<file path="src/rtl/ghash_pkg.sv">
// GHASH shared definitions: reduction constant, FSM encoding, DIGIT check.
// The GHASH_LEN_BLOCK_EN macro adds the LEN state for the built-in length block.
package ghash_pkg;

  // 128-bit GF(2^128) element, index 0 = coefficient of x^0
  typedef logic [0:127] blk_t;

  // x^128 = 1 + x + x^2 + x^7 in GCM bit order
  localparam blk_t R_POLY = 128'hE1 << 120;

  localparam int unsigned LEN_W = 64;

  typedef enum logic [1:0] {
    ST_IDLE,
    ST_MULT
`ifdef GHASH_LEN_BLOCK_EN
    , ST_LEN
`endif
  } state_t;

  function automatic bit digit_legal(input int unsigned d);
    return d inside {1, 2, 4, 8, 16, 32, 64, 128};
  endfunction

endpackage

</file>
<file path="src/rtl/ghash_if.sv">
// GHASH block/key/result bus; master = producer, slave = ghash_block.
// The GHASH_LEN_BLOCK_EN macro adds the length-block signals.
interface ghash_if;
  import ghash_pkg::*;

  logic       iInit;
  blk_t       iHashKey;
  logic       iHashKey_valid;
  blk_t       iBlock;
  logic       iBlock_valid;
  logic       oReady;
  logic       oOverflow;
  blk_t       oResult;
  logic       oResult_valid;
`ifdef GHASH_LEN_BLOCK_EN
  logic       iAad;
  logic [7:0] iBlock_bits;
  logic       iFinal;
  logic       oLast;
`endif

  modport master (
    output iInit, iHashKey, iHashKey_valid, iBlock, iBlock_valid,
`ifdef GHASH_LEN_BLOCK_EN
    output iAad, iBlock_bits, iFinal,
    input  oLast,
`endif
    input  oReady, oOverflow, oResult, oResult_valid
  );

  modport slave (
    input  iInit, iHashKey, iHashKey_valid, iBlock, iBlock_valid,
`ifdef GHASH_LEN_BLOCK_EN
    input  iAad, iBlock_bits, iFinal,
    output oLast,
`endif
    output oReady, oOverflow, oResult, oResult_valid
  );

endinterface

</file>
<file path="src/rtl/ghash_mul_step.sv">
// One DIGIT-bit step of the right-shift GF(2^128) multiplier (purely combinational).
module ghash_mul_step
  import ghash_pkg::*;
#(
  parameter int unsigned DIGIT = 8
) (
  input  blk_t             z,
  input  blk_t             v,
  input  logic [0:DIGIT-1] x_digit,
  output blk_t             z_next,
  output blk_t             v_next
);

  blk_t z_acc;
  blk_t v_acc;

  // Bit-serial unrolled: accumulate V on set X bits, then multiply V by x
  always_comb begin
    z_acc = z;
    v_acc = v;
    for (int unsigned i = 0; i < DIGIT; i++) begin
      if (x_digit[i]) z_acc = z_acc ^ v_acc;
      v_acc = v_acc[127] ? ((v_acc >> 1) ^ R_POLY) : (v_acc >> 1);
    end
    z_next = z_acc;
    v_next = v_acc;
  end

endmodule

</file>
<file path="src/rtl/ghash_block.sv">
// GHASH accumulator Y = (Y ^ X) * H with one-entry input buffer.
// GHASH_LEN_BLOCK_EN: adds length counters and iFinal-driven length block.
module ghash_block
  import ghash_pkg::*;
#(
  parameter int unsigned DIGIT = 8
) (
  input  logic    iClk,
  input  logic    iRstn,
  ghash_if.slave  bus
);

  localparam int unsigned N = 128 / DIGIT;
  localparam logic [7:0]  LAST_CNT = 8'(N - 1);

  if (!digit_legal(DIGIT)) begin : g_digit_check
    $error("ghash_block: illegal DIGIT");
  end

  state_t     state, state_n;
  blk_t       h, y, z, v, xacc, buf_q;
  blk_t       z_next, v_next;
  logic       buf_full, overflow, result_valid;
  logic [7:0] cnt;
  logic       start_blk, start_len, busy, done, take_blk, drop_blk, load_h;
`ifdef GHASH_LEN_BLOCK_EN
  logic [LEN_W-1:0] len_a, len_c, blk_bits;
  logic             last_q;
`endif

  ghash_mul_step #(.DIGIT(DIGIT)) u_step (
    .z       (z),
    .v       (v),
    .x_digit (xacc[0:DIGIT-1]),
    .z_next  (z_next),
    .v_next  (v_next)
  );

  // FSM state register
  always_ff @(posedge iClk or negedge iRstn) begin
    if (!iRstn) state <= ST_IDLE;
    else        state <= state_n;
  end

  // FSM next state; init aborts any multiply
  always_comb begin
    state_n = state;
    if (bus.iInit) state_n = ST_IDLE;
    else begin
      unique case (state)
        ST_IDLE: begin
          if (start_blk)      state_n = ST_MULT;
`ifdef GHASH_LEN_BLOCK_EN
          else if (start_len) state_n = ST_LEN;
`endif
        end
        default: if (cnt == LAST_CNT) state_n = ST_IDLE;
      endcase
    end
  end

  // FSM outputs: datapath controls; a draining buffer can accept a new block
  always_comb begin
    busy      = (state != ST_IDLE);
    start_blk = (state == ST_IDLE) && buf_full;
    start_len = 1'b0;
`ifdef GHASH_LEN_BLOCK_EN
    start_len = (state == ST_IDLE) && !buf_full && bus.iFinal;
`endif
    done      = busy && (cnt == LAST_CNT);
    take_blk  = bus.iBlock_valid && (!buf_full || start_blk);
    drop_blk  = bus.iBlock_valid && buf_full && !start_blk;
    load_h    = (state == ST_IDLE) && bus.iHashKey_valid;
  end

  // Datapath: key, buffer, multiplier registers, accumulator
  always_ff @(posedge iClk or negedge iRstn) begin
    if (!iRstn) begin
      h            <= '0;
      y            <= '0;
      z            <= '0;
      v            <= '0;
      xacc         <= '0;
      buf_q        <= '0;
      buf_full     <= 1'b0;
      overflow     <= 1'b0;
      result_valid <= 1'b0;
      cnt          <= '0;
    end else if (bus.iInit) begin
      y            <= '0;
      buf_full     <= 1'b0;
      overflow     <= 1'b0;
      result_valid <= 1'b0;
      cnt          <= '0;
    end else begin
      result_valid <= done;
      if (load_h) h <= bus.iHashKey;
      if (take_blk) begin
        buf_q    <= bus.iBlock;
        buf_full <= 1'b1;
      end else if (start_blk) begin
        buf_full <= 1'b0;
      end
      if (drop_blk) overflow <= 1'b1;
      if (start_blk) begin
        z    <= '0;
        v    <= h;
        xacc <= y ^ buf_q;
        cnt  <= '0;
`ifdef GHASH_LEN_BLOCK_EN
      end else if (start_len) begin
        z    <= '0;
        v    <= h;
        xacc <= y ^ {len_a, len_c};
        cnt  <= '0;
`endif
      end else if (busy) begin
        z    <= z_next;
        v    <= v_next;
        xacc <= xacc << DIGIT;
        cnt  <= cnt + 8'd1;
        if (done) y <= z_next;
      end
    end
  end

`ifdef GHASH_LEN_BLOCK_EN
  assign blk_bits = (bus.iBlock_bits == 8'd0) ? 64'd128 : {56'd0, bus.iBlock_bits};

  // Bit-length counters and last-result flag
  always_ff @(posedge iClk or negedge iRstn) begin
    if (!iRstn) begin
      len_a  <= '0;
      len_c  <= '0;
      last_q <= 1'b0;
    end else if (bus.iInit) begin
      len_a  <= '0;
      len_c  <= '0;
      last_q <= 1'b0;
    end else begin
      last_q <= done && (state == ST_LEN);
      if (take_blk) begin
        if (bus.iAad) len_a <= len_a + blk_bits;
        else          len_c <= len_c + blk_bits;
      end
    end
  end

  assign bus.oLast = last_q;
`endif

  assign bus.oReady        = !buf_full;
  assign bus.oOverflow     = overflow;
  assign bus.oResult       = y;
  assign bus.oResult_valid = result_valid;

endmodule

</file>
<file path="src/flat_wrapper.sv">
// flat-port wrapper written by rule: the top's interface ports become plain ports
module ghash_block_flat import ghash_pkg::*;
#(
  parameter int unsigned DIGIT = 8
)
  (iClk, iRstn, bus_iInit, bus_iHashKey, bus_iHashKey_valid, bus_iBlock, bus_iBlock_valid, bus_oReady, bus_oOverflow, bus_oResult, bus_oResult_valid);
  ghash_if bus_i ();
  input  logic iClk;
  input  logic iRstn;
  input wire logic [$bits(bus_i.iInit)-1:0] bus_iInit;
  input wire logic [$bits(bus_i.iHashKey)-1:0] bus_iHashKey;
  input wire logic [$bits(bus_i.iHashKey_valid)-1:0] bus_iHashKey_valid;
  input wire logic [$bits(bus_i.iBlock)-1:0] bus_iBlock;
  input wire logic [$bits(bus_i.iBlock_valid)-1:0] bus_iBlock_valid;
  output wire logic [$bits(bus_i.oReady)-1:0] bus_oReady;
  output wire logic [$bits(bus_i.oOverflow)-1:0] bus_oOverflow;
  output wire logic [$bits(bus_i.oResult)-1:0] bus_oResult;
  output wire logic [$bits(bus_i.oResult_valid)-1:0] bus_oResult_valid;
  assign bus_i.iInit = bus_iInit;
  assign bus_i.iHashKey = bus_iHashKey;
  assign bus_i.iHashKey_valid = bus_iHashKey_valid;
  assign bus_i.iBlock = bus_iBlock;
  assign bus_i.iBlock_valid = bus_iBlock_valid;
  assign bus_oReady = bus_i.oReady;
  assign bus_oOverflow = bus_i.oOverflow;
  assign bus_oResult = bus_i.oResult;
  assign bus_oResult_valid = bus_i.oResult_valid;
  ghash_block #(.DIGIT(DIGIT)) u_core (.iClk(iClk), .iRstn(iRstn), .bus(bus_i));
endmodule
</file>
<file path="config.mk">
export PLATFORM = sky130hd
export DESIGN_NAME = ghash_block_flat
export DESIGN_NICKNAME = d
export VERILOG_FILES = /design/src/rtl/ghash_pkg.sv /design/src/rtl/ghash_if.sv /design/src/rtl/ghash_mul_step.sv /design/src/rtl/ghash_block.sv /design/src/flat_wrapper.sv
export SDC_FILE = /design/constraint.sdc
export NUM_CORES = 2
export LEC_CHECK = 0
export ABC_AREA = 1
export CAP_MARGIN = 5
export CORE_MARGIN = 4
export CORE_UTILIZATION = 55
export DETAILED_ROUTE_END_ITERATION = 12
export GPL_ROUTABILITY_DRIVEN = 0
export PLACE_DENSITY = 0.76
export SLEW_MARGIN = 20
export SYNTH_ARGS = -nofsm -noshare
export SYNTH_HDL_FRONTEND = slang
export SYNTH_SLANG_ARGS = --single-unit
</file>
<file path="constraint.sdc">
create_clock -name iClk -period 3.9 [get_ports iClk]
set_clock_uncertainty 0.15 [all_clocks]
set_input_delay 0.78 -clock iClk [delete_from_list [all_inputs] [get_ports iClk]]
set_output_delay 0.78 -clock iClk [all_outputs]
set_load 0.01 [all_outputs]
</file>
==> impl_results.md <==
- Pwr/cell area: 761.1 nW/um^2
- Unrepaired setup endpoints after global routing: false
- DR iter-0 viols: ~3900
- Residual DRC count: 0
- CP arrival: approximately 1.9 ns
- Area of the mapped netlist: 48690 sq um
- Post-synthesis cell type count: 34
- Top Ports: 392
- YS warnings: 0
- Worst-path maximum fanout: 6
- GRT Total Usage: 0.2997
- Syn avg cell area: about 7.6 sq um
- WL per Instance: 18.54 microns
- Clock buffer count from CTS: 84
- First-pass GRT wire length: 226300 microns
- Detail Route Antenna Nets: 0
- Post-detail-place hpwl: 97970 microns
- Clock Latency Late Sink: 0.64 ns
- Layout cell share with drive strength beyond 1: 0.07691
- Multi-input logic area: between 20000 and 30000 sq um
- Die area: 93350 sq um
- Setup crit start kind: flip-flop
- Die X: 305.5 microns
- Antenna violations before repair: 14
- Tightest Pin Transition: roughly 1.1 ns
- Worst rel slew slack: 0.2482
- Port Buffer Count: 391
- Clk Tree Root Cell: clkbuf_16
- Final WS setup: 1.032 ns
- Fillcell total: approximately 7300
- Seq cells post-synth: 780
- Kind of critical path: reg2out
- Final Slew Violations: 0
- CTS clk-pin slew, worst paths: 0.06 ns
- Tmin final: 2.868 ns
- Rows: 108
- DRT Wirelength: about 140000 microns
- Initial core utilization: 0.5578
- Share of the synthesized area in the top cell type: 0.4009
- R2R Setup Slk: 1.15 ns
- Fmax: approximately 0.35 GHz
- Synthesis-to-finish area growth: 15.54%
- Max-cap violations: 0
- Grt ovf: 0
- Commonest cells in the synthesized netlist: nand2_1, dfrtp_1, xor2_1, inv_1, clkbuf_1
- CTS H-tree lvls: 3
- Status: finished clean
- Crit end category: output port
- Clk sinks: 780
- First-pass DRT Iterations: 6
- Min-Delay Path Class: reg2reg
- Post-CTS Setup Bufs: 0
- Peak supply drop: 395.7 uV
- Most common cell in the netlist: nand2_1
- Die span in y: 305.5 microns
- Final Net Count: 6786
- Sequential cell area: 19550 sq um
- Post-Place Setup Slack: 0.9065 ns
- TNS Setup: 0 ns
- Worst-path cell chain: inv_1 -> clkdlybuf4s50_1
- Final Util: 0.6445
- Largest net degree at the start of global routing: 123
- Top_reg_cell synth: dfrtp_1
- Vias: about 43000
- Top post-synthesis cells by area: dfrtp_1, nand2_1, xor2_1
- Required @ worst endpoint: ~3.0 ns
- Number of synthesized flops with an enable pin: 0
- Final setup fails: 0
- Post-synthesis sequential area ratio: 0.4009
- CTS tree: built
- Core area: roughly 87000 sq um
- Post-CTS Hold Buffers: 1
- Post-synth top area cell: dfrtp_1
- Async set-or-reset flop fraction in the synthesized netlist: 1.000
- Via density: roughly 5.5
- Vias in the first global route: between 40000 and 50000
- Hold Violations, Final: 0
- Max Buffers Root-to-Sink: 3
- Final period util: 0.7353
- Post-Syn Nets: 6654
- CP peak stage delay: 0.63 ns
- P_leak: 28.18 nW
- # resized after CTS: 0
- Post-Syn Instances: between 6000 and 7000
- Crit-path slowest cell: clkdlybuf4s50_1
-- placed cells by master (no fill, tap or decap), types with 9 or more instances in the layout --
master	n
a21oi_1	238
a22oi_1	118
buf_12	35
buf_4	39
bufinv_16	13
clkbuf_1	11
clkbuf_16	84
clkbuf_8	11
clkdlybuf4s50_1	390
clkinv_2	15
dfrtp_1	772
inv_1	625
mux2_2	255
nand2_1	2509
nand3_1	232
nor2_1	39
o21ai_0	248
o22ai_1	9
xnor2_1	220
xor2_1	638
-- layout make-up --
cell class | count | share of cell area
flip-flops and latches | 780 | 0.3475
diodes | 7 | 0.0003114
well taps | 1155 | 0.02569
clock inverters | 48 | 0.01134
inverters | 628 | 0.04208
multi-input cells | 4564 | 0.4448
clock buffers | 106 | 0.04079
repair buffers | 466 | 0.08749
-- power by group --
| group | internal [mW] | switching, mW | leakage (nW) |
|---|---|---|---|
| Sequential | 9.94 | 3.21 | 9.64 |
| Clock | 5.06 | 3.47 | 1.43 |
| Combinational | 8.01 | 13.1 | 17.1 |
| Total | 23.0 | 19.8 | 28.2 |
-- final timing paths --
kind                             startpoint  cells past startpoint              end
min in group asynchronous             iRstn                      2     u_core.h[10]
hold reg to reg                u_core.z[66]                      2     u_core.z[66]
setup / recovery            u_core.buf_full                      2       bus_oReady
setup reg to reg           u_core.xacc[124]                     10    u_core.z[113]
max in group asynchronous             iRstn                      3  u_core.xacc[69]
hold / removal                 u_core.z[66]                      2     u_core.z[66]
-- flip-flops by register name (all words and copies together) (netlist names) --
register and count:
u_core.cnt 8, u_core.buf_q 128, u_core.z 128, u_core.xacc 128, u_core.buf_full 1, u_core.bus.oResult_valid 1, u_core.bus.oOverflow 1, u_core.h 128
u_core.v 128, u_core.state 1, u_core.bus.oResult 128
-- through the flow --
| stage | std cells | power, mW | instance area [sq um] | hold WS [ns] |
|---|---|---|---|---|
| floorplan | 6392 | 28.68 | 48690 | 0.3094 |
| global route | 7747 | 46.22 | 56240 | 0.3656 |
| detailed placement | 7592 | 33.89 | 53300 | 0.3344 |
| global placement | 7592 | 32.99 | 53300 | 0.3292 |
| CTS | 7747 | 42.59 | 56240 | 0.3499 |
| finish | 7754 | 42.82 | 56260 | 0.3497 |
-- layer usage --
metal,track usage,share of wire,vias to the layer above
met4,0.1109,0.038,12
met3,0.06958,0.10,326
met5,0,0.00063,-
met1,0.4062,0.41,20330
li1,-,-,19960
met2,0.4726,0.45,1928
-- kinds of logic after synthesis --
| family | share of synthesized area |
|---|---|
| AOI/OAI and AO/OA | 0.07288 |
| xor gates and xnor gates | 0.1570 |
| adders and majority gates | 0.0002569 |
| buffers and inverters | 0.08644 |
| DFF | 0.4009 |
| muxes | 0.05897 |
| and+or+nand+nor | 0.2236 |
-- critical path: cells and delay by family, from the launching register on --
family / cells / cell delay [ns]
DFF: 1 / 0.38
buffers and inverters: 2 / 0.93
Power figures use the tool's default switching activity.
